## src/rtl/spi_pkg.sv

```systemverilog
// Shared definitions for the SPI link: word width, idle/default levels and
// the peripheral frame-state encoding.
package spi_pkg;

  localparam int SPI_WIDTH = 8;

  localparam logic [SPI_WIDTH-1:0] SPI_DEFAULT_TX = 8'hFF;
  localparam logic                 SPI_MISO_IDLE  = 1'b1;

  typedef enum logic {
    SPI_IDLE,
    SPI_SHIFT
  } spi_state_t;

endpackage

```

## src/rtl/spi_sync_edge.sv

```systemverilog
// Multi-stage synchronizer for one asynchronous input, followed by a delay
// flop that turns level changes into single-cycle rise/fall strobes.
module spi_sync_edge #(
  parameter int   STAGES    = 2,
  parameter logic RESET_VAL = 1'b0
) (
  input  logic clk,
  input  logic rst_n,
  input  logic din,
  output logic level,
  output logic rise,
  output logic fall
);

  logic [STAGES-1:0] chain;
  logic              dly;

  // Presetting to the line's idle level keeps reset release from faking an edge.
  always_ff @(posedge clk or negedge rst_n) begin
    if (!rst_n) begin
      chain <= {STAGES{RESET_VAL}};
      dly   <= RESET_VAL;
    end else begin
      chain <= {chain[STAGES-2:0], din};
      dly   <= chain[STAGES-1];
    end
  end

  assign level = chain[STAGES-1];
  assign rise  = level & ~dly;
  assign fall  = ~level & dly;

endmodule

```

## src/rtl/spi_peripheral.sv

```systemverilog
// Mode 0, MSB-first SPI target: oversamples SCK/CS_n/MOSI with clk, shifts
// words in and out, and offers a one-deep transmit holding register.
module spi_peripheral
  import spi_pkg::*;
#(
  parameter int               WIDTH       = SPI_WIDTH,
  parameter int               SYNC_STAGES = 2,
  parameter logic [WIDTH-1:0] DEFAULT_TX  = SPI_DEFAULT_TX,
  parameter logic             MISO_IDLE   = SPI_MISO_IDLE
) (
  input  logic             clk,
  input  logic             rst_n,
  input  logic             SCK,
  input  logic             CS_n,
  input  logic             MOSI,
  output logic             MISO,
  input  logic [WIDTH-1:0] tx_data,
  input  logic             tx_valid,
  output logic             tx_ready,
  output logic [WIDTH-1:0] rx_data,
  output logic             rx_valid,
  output logic             busy,
  output logic             tx_underrun,
  output logic             frame_abort
);

  localparam int              CNT_W    = $clog2(WIDTH);
  localparam logic [CNT_W-1:0] LAST_BIT = CNT_W'(WIDTH - 1);

  spi_state_t state, state_next;

  logic cs_level, cs_rise, cs_fall;
  logic sck_level, sck_rise, sck_fall;
  logic unused_sck_level;
  logic [SYNC_STAGES-1:0] mosi_chain;
  logic mosi_s;

  logic start_frame, end_frame, rx_sample, tx_load, tx_shift_en;

  logic [WIDTH-1:0] hold_reg;
  logic             hold_full;
  logic [WIDTH-1:0] tx_shift;
  logic [WIDTH-2:0] rx_shift;
  logic [WIDTH-1:0] rx_next;
  logic             rx_pend;
  logic [CNT_W-1:0] bit_cnt;
  logic             word_end;
  logic             word_done;

  spi_sync_edge #(
    .STAGES    (SYNC_STAGES),
    .RESET_VAL (1'b1)
  ) u_cs_sync (
    .clk   (clk),
    .rst_n (rst_n),
    .din   (CS_n),
    .level (cs_level),
    .rise  (cs_rise),
    .fall  (cs_fall)
  );

  spi_sync_edge #(
    .STAGES    (SYNC_STAGES),
    .RESET_VAL (1'b0)
  ) u_sck_sync (
    .clk   (clk),
    .rst_n (rst_n),
    .din   (SCK),
    .level (sck_level),
    .rise  (sck_rise),
    .fall  (sck_fall)
  );

  assign unused_sck_level = sck_level;

  // MOSI has the same depth as SCK so mosi_s lines up with the sck_rise strobe.
  always_ff @(posedge clk or negedge rst_n) begin
    if (!rst_n) begin
      mosi_chain <= '1;
    end else begin
      mosi_chain <= {mosi_chain[SYNC_STAGES-2:0], MOSI};
    end
  end

  assign mosi_s = mosi_chain[SYNC_STAGES-1];

  always_ff @(posedge clk or negedge rst_n) begin
    if (!rst_n) begin
      state <= SPI_IDLE;
    end else begin
      state <= state_next;
    end
  end

  // cs_rise wins over SCK strobes; a SCK edge coinciding with cs_fall is dropped.
  always_comb begin
    state_next  = state;
    start_frame = 1'b0;
    end_frame   = 1'b0;
    rx_sample   = 1'b0;
    tx_load     = 1'b0;
    tx_shift_en = 1'b0;
    case (state)
      SPI_IDLE: begin
        if (cs_fall) begin
          state_next  = SPI_SHIFT;
          start_frame = 1'b1;
          tx_load     = 1'b1;
        end
      end
      SPI_SHIFT: begin
        if (cs_rise) begin
          state_next = SPI_IDLE;
          end_frame  = 1'b1;
        end else begin
          rx_sample = sck_rise;
          if (sck_fall) begin
            tx_load     = word_done;
            tx_shift_en = ~word_done;
          end
        end
      end
      default: begin
        state_next = SPI_IDLE;
      end
    endcase
  end

  // Consume requires full and write requires empty, so the two never collide.
  always_ff @(posedge clk or negedge rst_n) begin
    if (!rst_n) begin
      hold_reg  <= '0;
      hold_full <= 1'b0;
    end else if (tx_load && hold_full) begin
      hold_full <= 1'b0;
    end else if (tx_valid && !hold_full) begin
      hold_reg  <= tx_data;
      hold_full <= 1'b1;
    end
  end

  assign tx_ready = ~hold_full;

  always_ff @(posedge clk or negedge rst_n) begin
    if (!rst_n) begin
      tx_shift    <= '1;
      tx_underrun <= 1'b0;
    end else begin
      tx_underrun <= 1'b0;
      if (tx_load) begin
        if (hold_full) begin
          tx_shift <= hold_reg;
        end else begin
          tx_shift    <= DEFAULT_TX;
          tx_underrun <= 1'b1;
        end
      end else if (tx_shift_en) begin
        tx_shift <= {tx_shift[WIDTH-2:0], 1'b1};
      end
    end
  end

  assign rx_next  = {rx_shift, mosi_s};
  assign word_end = (bit_cnt == LAST_BIT);

  always_ff @(posedge clk or negedge rst_n) begin
    if (!rst_n) begin
      rx_shift <= '0;
      rx_data  <= '0;
      rx_pend  <= 1'b0;
      rx_valid <= 1'b0;
    end else begin
      rx_pend  <= 1'b0;
      rx_valid <= rx_pend;
      if (rx_sample) begin
        rx_shift <= rx_next[WIDTH-2:0];
        if (word_end) begin
          rx_data <= rx_next;
          rx_pend <= 1'b1;
        end
      end
    end
  end

  // word_done marks that the next SCK fall must load a fresh word, not shift.
  always_ff @(posedge clk or negedge rst_n) begin
    if (!rst_n) begin
      bit_cnt     <= '0;
      word_done   <= 1'b0;
      busy        <= 1'b0;
      frame_abort <= 1'b0;
    end else begin
      frame_abort <= 1'b0;
      if (start_frame) begin
        bit_cnt   <= '0;
        word_done <= 1'b0;
        busy      <= 1'b1;
      end else if (end_frame) begin
        frame_abort <= (bit_cnt != '0);
        bit_cnt     <= '0;
        word_done   <= 1'b0;
        busy        <= 1'b0;
      end else if (rx_sample) begin
        if (word_end) begin
          bit_cnt   <= '0;
          word_done <= 1'b1;
        end else begin
          bit_cnt <= bit_cnt + CNT_W'(1);
        end
      end else if (tx_load) begin
        word_done <= 1'b0;
      end
    end
  end

  assign MISO = cs_level ? MISO_IDLE : tx_shift[WIDTH-1];

endmodule

```

## config.mk

```make
export PLATFORM = sky130hd
export DESIGN_NAME = spi_peripheral
export DESIGN_NICKNAME = d
export VERILOG_FILES = /design/src/rtl/spi_pkg.sv /design/src/rtl/spi_sync_edge.sv /design/src/rtl/spi_peripheral.sv
export SDC_FILE = /design/constraint.sdc
export NUM_CORES = 1
export LEC_CHECK = 0
export ABC_AREA = 1
export CAP_MARGIN = 20
export CORE_UTILIZATION = 30
export DETAILED_ROUTE_END_ITERATION = 6
export GPL_TIMING_DRIVEN = 0
export PLACE_DENSITY = 0.56
export SLEW_MARGIN = 20
export SYNTH_ARGS = -nofsm -noshare
export SYNTH_HDL_FRONTEND = slang
export SYNTH_SLANG_ARGS = --single-unit
```

## constraint.sdc

```tcl
create_clock -name clk -period 3.9 [get_ports clk]
set_clock_uncertainty 0.15 [all_clocks]
set_input_delay 0.39 -clock clk [delete_from_list [all_inputs] [get_ports clk]]
set_output_delay 0.39 -clock clk [all_outputs]
set_load 0.1 [all_outputs]
```

==> results.yml <==
run_status:
  outcome: "completed"
sta:
  min_period_over_period_pct: 69.0
  timing.fmax_mhz: 371
  hold_viol_final: 0
  rsz0062_at_grt: "no"
  fin_crit_ns: 2.69
  tns_ns: 0
  hold_ws_ns: 0.207
  max-slew-margin-rel_pct: 34.8
  setup_viol: 0
  worst_pin_slew_ns: 0.975
  slew_viol_final: 0
synthesis:
  synth_top_family_by_area: "simple AND/OR/NAND/NOR gates"
  synthSimpleGateAreaFrac_pct: 25.3
  syn_nets: 235
  synth_compound_area_share_pct: 5.10
  synth_cell_types: 22
  synth-warning-count: 0
  synth-seq-area-share_pct: 61.5
  synth_mux_area_share_pct: 1.09
  syn_area_per_cell_um2: 9.45
  synthCells: 218
  synth_area_um2: 2060
  synth_xor_area_share_pct: 0
  synth_fa_ha_area_share_pct: 1.82
  yosys_register_bits: 50
detailed_routing:
  antenna_left: 0
  avgRoutedWirePerCell_um: 11.3
  drt_pass1_iterations: 6
  viasPerCell: 4.43
  drtIter0Drc: 137
  route.vias.total: 1466
  drc_errors: 0
  drt-total-wl_um: 3760
critical_path:
  r2r_cells: 6
  critPathSlowestCell: "clkdlybuf4s50_1"
  crit-reg2reg-launch: "bit_cnt[0]"
  critPathLaunch: "hold_full"
  cp_num_buf_inv: 3
  crit_family: "buffers and inverters"
  crit_required_ns: 3.36
  endpoint_kind: "output port"
  crit_path_end: "tx_ready"
  r2r_end: "rx_data[6]"
  crit_fanout: 8
  cp_data_arrival_time_ns: 2.15
  crit_chain: "buf_4 > inv_1 > clkdlybuf4s50_1"
  worst-path-stages: 3
  crit_type: "flop to output port"
  max_stage_delay_ns: 1.16
  cp-start-kind: "flop"
  rrSetupSlack_ns: 2.22
floorplan:
  die_x_um: 84.9
  core.rowCount: 29
  num_io_pins: 28
  fp.dieH_um: 84.9
  coreArea_um2: 6490
  die-area_um2: 7200
  start_util_pct: 31.7
cts:
  clock-root-buffer: "clkbuf_8"
  cts_buffers: 5
  clkTransAtPathRegs_ns: 0.09
  insertion_delay_ns: 0.31
  max-clock-path-buffers: 2
  ctsResizeCount: 0
  post_cts_buffers: 0
  clock-sinks: 50
  htree_levels: 2
  cts_tree: "done"
  hold_buffers: 1
grt:
  grt_antenna_before_repair: 0
  grt_pass1_vias: 1418
  grt_pass1_wl_um: 6730
  grt_max_degree: 51
  grt_usage_pct: 11.9
  grt_overflow: 0
pwr:
  swShare_pct: 34.5
  power_density_nw_per_um2: 580
  power_switching_uw: 507
  leakage_uw: 0.00128
  peakVddDrop_mv: 0.355
  clkPwrFrac_pct: 21.5
  p_comb_share_pct: 28.5
  p_seq_share_pct: 49.9
  intPower_uw: 961
placed_design:
  globalplace.congestion: 0.721
  numPortBuffers: 27
  hpwl_um: 2520
final_layout:
  final_nets: 270
  area_growth_pct: 22.8
  num-fill-cells: 636
  num_antenna_cells: 0
  drive_gt1_share_pct: 16.9
min_path:
  hold_class: "flop to flop"
run:
  drv_cap: 0
[per-layer routing]
layer	GRT usage [%]	up-vias	share of wire, %
met5	0	-	0
met4	5.08	0	1.5
li1	-	753	-
met2	18.0	29	45
met1	16.5	679	50
met3	2.63	5	3.7
[layout by cell type (no fill, tap or decap)]
cell and count:
a21oi_1 8, buf_2 1, buf_4 3, buf_6 1
clkbuf_8 6, clkdlybuf4s50_1 26, clkinv_1 1, clkinv_2 1
clkinvlp_4 1, dfrtp_1 37, dfstp_2 13, dlygate4sd3_1 1
ha_1 3, inv_1 16, inv_2 3, mux2_2 2
nand2_1 76, nand2_2 5, nand2_4 2, nand3_1 17
nand3_2 2, nand3b_1 1, nor2_1 12, nor2_4 1
o21ai_0 12, o21ai_1 1, or2_2 2
[synth_stat cells]
cell / instances / area, um2
o21ai_1: 1 / 5.00
o21ai_0: 12 / 60.1
inv_2: 3 / 11.3
or2_2: 2 / 12.5
nand2_4: 2 / 22.5
clkinv_1: 1 / 3.75
nor2_4: 1 / 11.3
nand3_1: 17 / 85.1
buf_2: 1 / 5.00
mux2_2: 2 / 22.5
dfrtp_1: 37 / 926
nand2_1: 76 / 285
inv_1: 16 / 60.1
buf_4: 2 / 15.0
a21oi_1: 8 / 40.0
nand2_2: 5 / 31.3
buf_6: 1 / 11.3
nand3b_1: 1 / 7.51
nand3_2: 2 / 20.0
nor2_1: 12 / 45.0
dfstp_2: 13 / 342
ha_1: 3 / 37.5
[per-stage QoR]
| stage | setup WS (ns) | utilization (%) | total power (uW) | cells | area [um2] |
|---|---|---|---|---|---|
| 6_report | 1.21 | 38.9 | 1470 | 331 | 2530 |
| 5_1_grt | 1.14 | 38.9 | 1580 | 331 | 2530 |
| 4_1_cts | 1.19 | 38.9 | 1490 | 331 | 2530 |
| 3_5_place_dp | 1.55 | 37.3 | 1170 | 322 | 2420 |
| 3_3_place_gp | 0.804 | 37.4 | 1150 | 322 | 2430 |
| 2_1_floorplan | 1.96 | - | 1060 | 218 | 2060 |
[power groups by stage]
stage | Clock (uW) | Sequential [uW] | Combinational [uW]
final | 316 | 733 | 419
after global routing | 348 | 751 | 477
after CTS | 328 | 734 | 425
after detailed placement | 0 | 742 | 423
after global placement | 0 | 739 | 416
after floorplan | 0 | 761 | 295
[layout make-up]
type	instances	area, um2	area share, %
clock buffer	6	82.6	3.27
clock inverter	2	12.5	0.495
sequential	50	1270	50.1
timing repair buffer	28	278	11.0
inverter	20	75.1	2.97
multi-input combinational	144	686	27.1
buffer	4	31.3	1.24
tap	77	96.3	3.81
[logic make-up (layout without fill, tap and decap cells)]
| logic type | after synthesis | after routing |
|---|---|---|
| DFF | 50 | 50 |
| and+or+nand+nor | 118 | 118 |
| muxes | 2 | 2 |
| AOI/OAI and AO/OA | 21 | 21 |
| adders and majority gates | 3 | 3 |
| buffers and inverters | 24 | 60 |
[worst min-delay path by stage]
| stage | slack [ns] | cells past startpoint | to | from |
|---|---|---|---|---|
| 2_1_floorplan | -0.06 | 0 | bit_cnt[0] | rst_n |
| 3_3_place_gp | 0.18 | 0 | rx_valid | rx_pend |
| 3_5_place_dp | 0.19 | 0 | u_sck_sync.chain[1] | u_sck_sync.chain[0] |
| 4_1_cts | 0.21 | 0 | u_cs_sync.chain[1] | u_cs_sync.chain[0] |
| 5_1_grt | 0.22 | 0 | u_cs_sync.chain[1] | u_cs_sync.chain[0] |
| 6_report | 0.21 | 0 | u_sck_sync.chain[1] | u_sck_sync.chain[0] |
(Power assumes the default switching activity.)
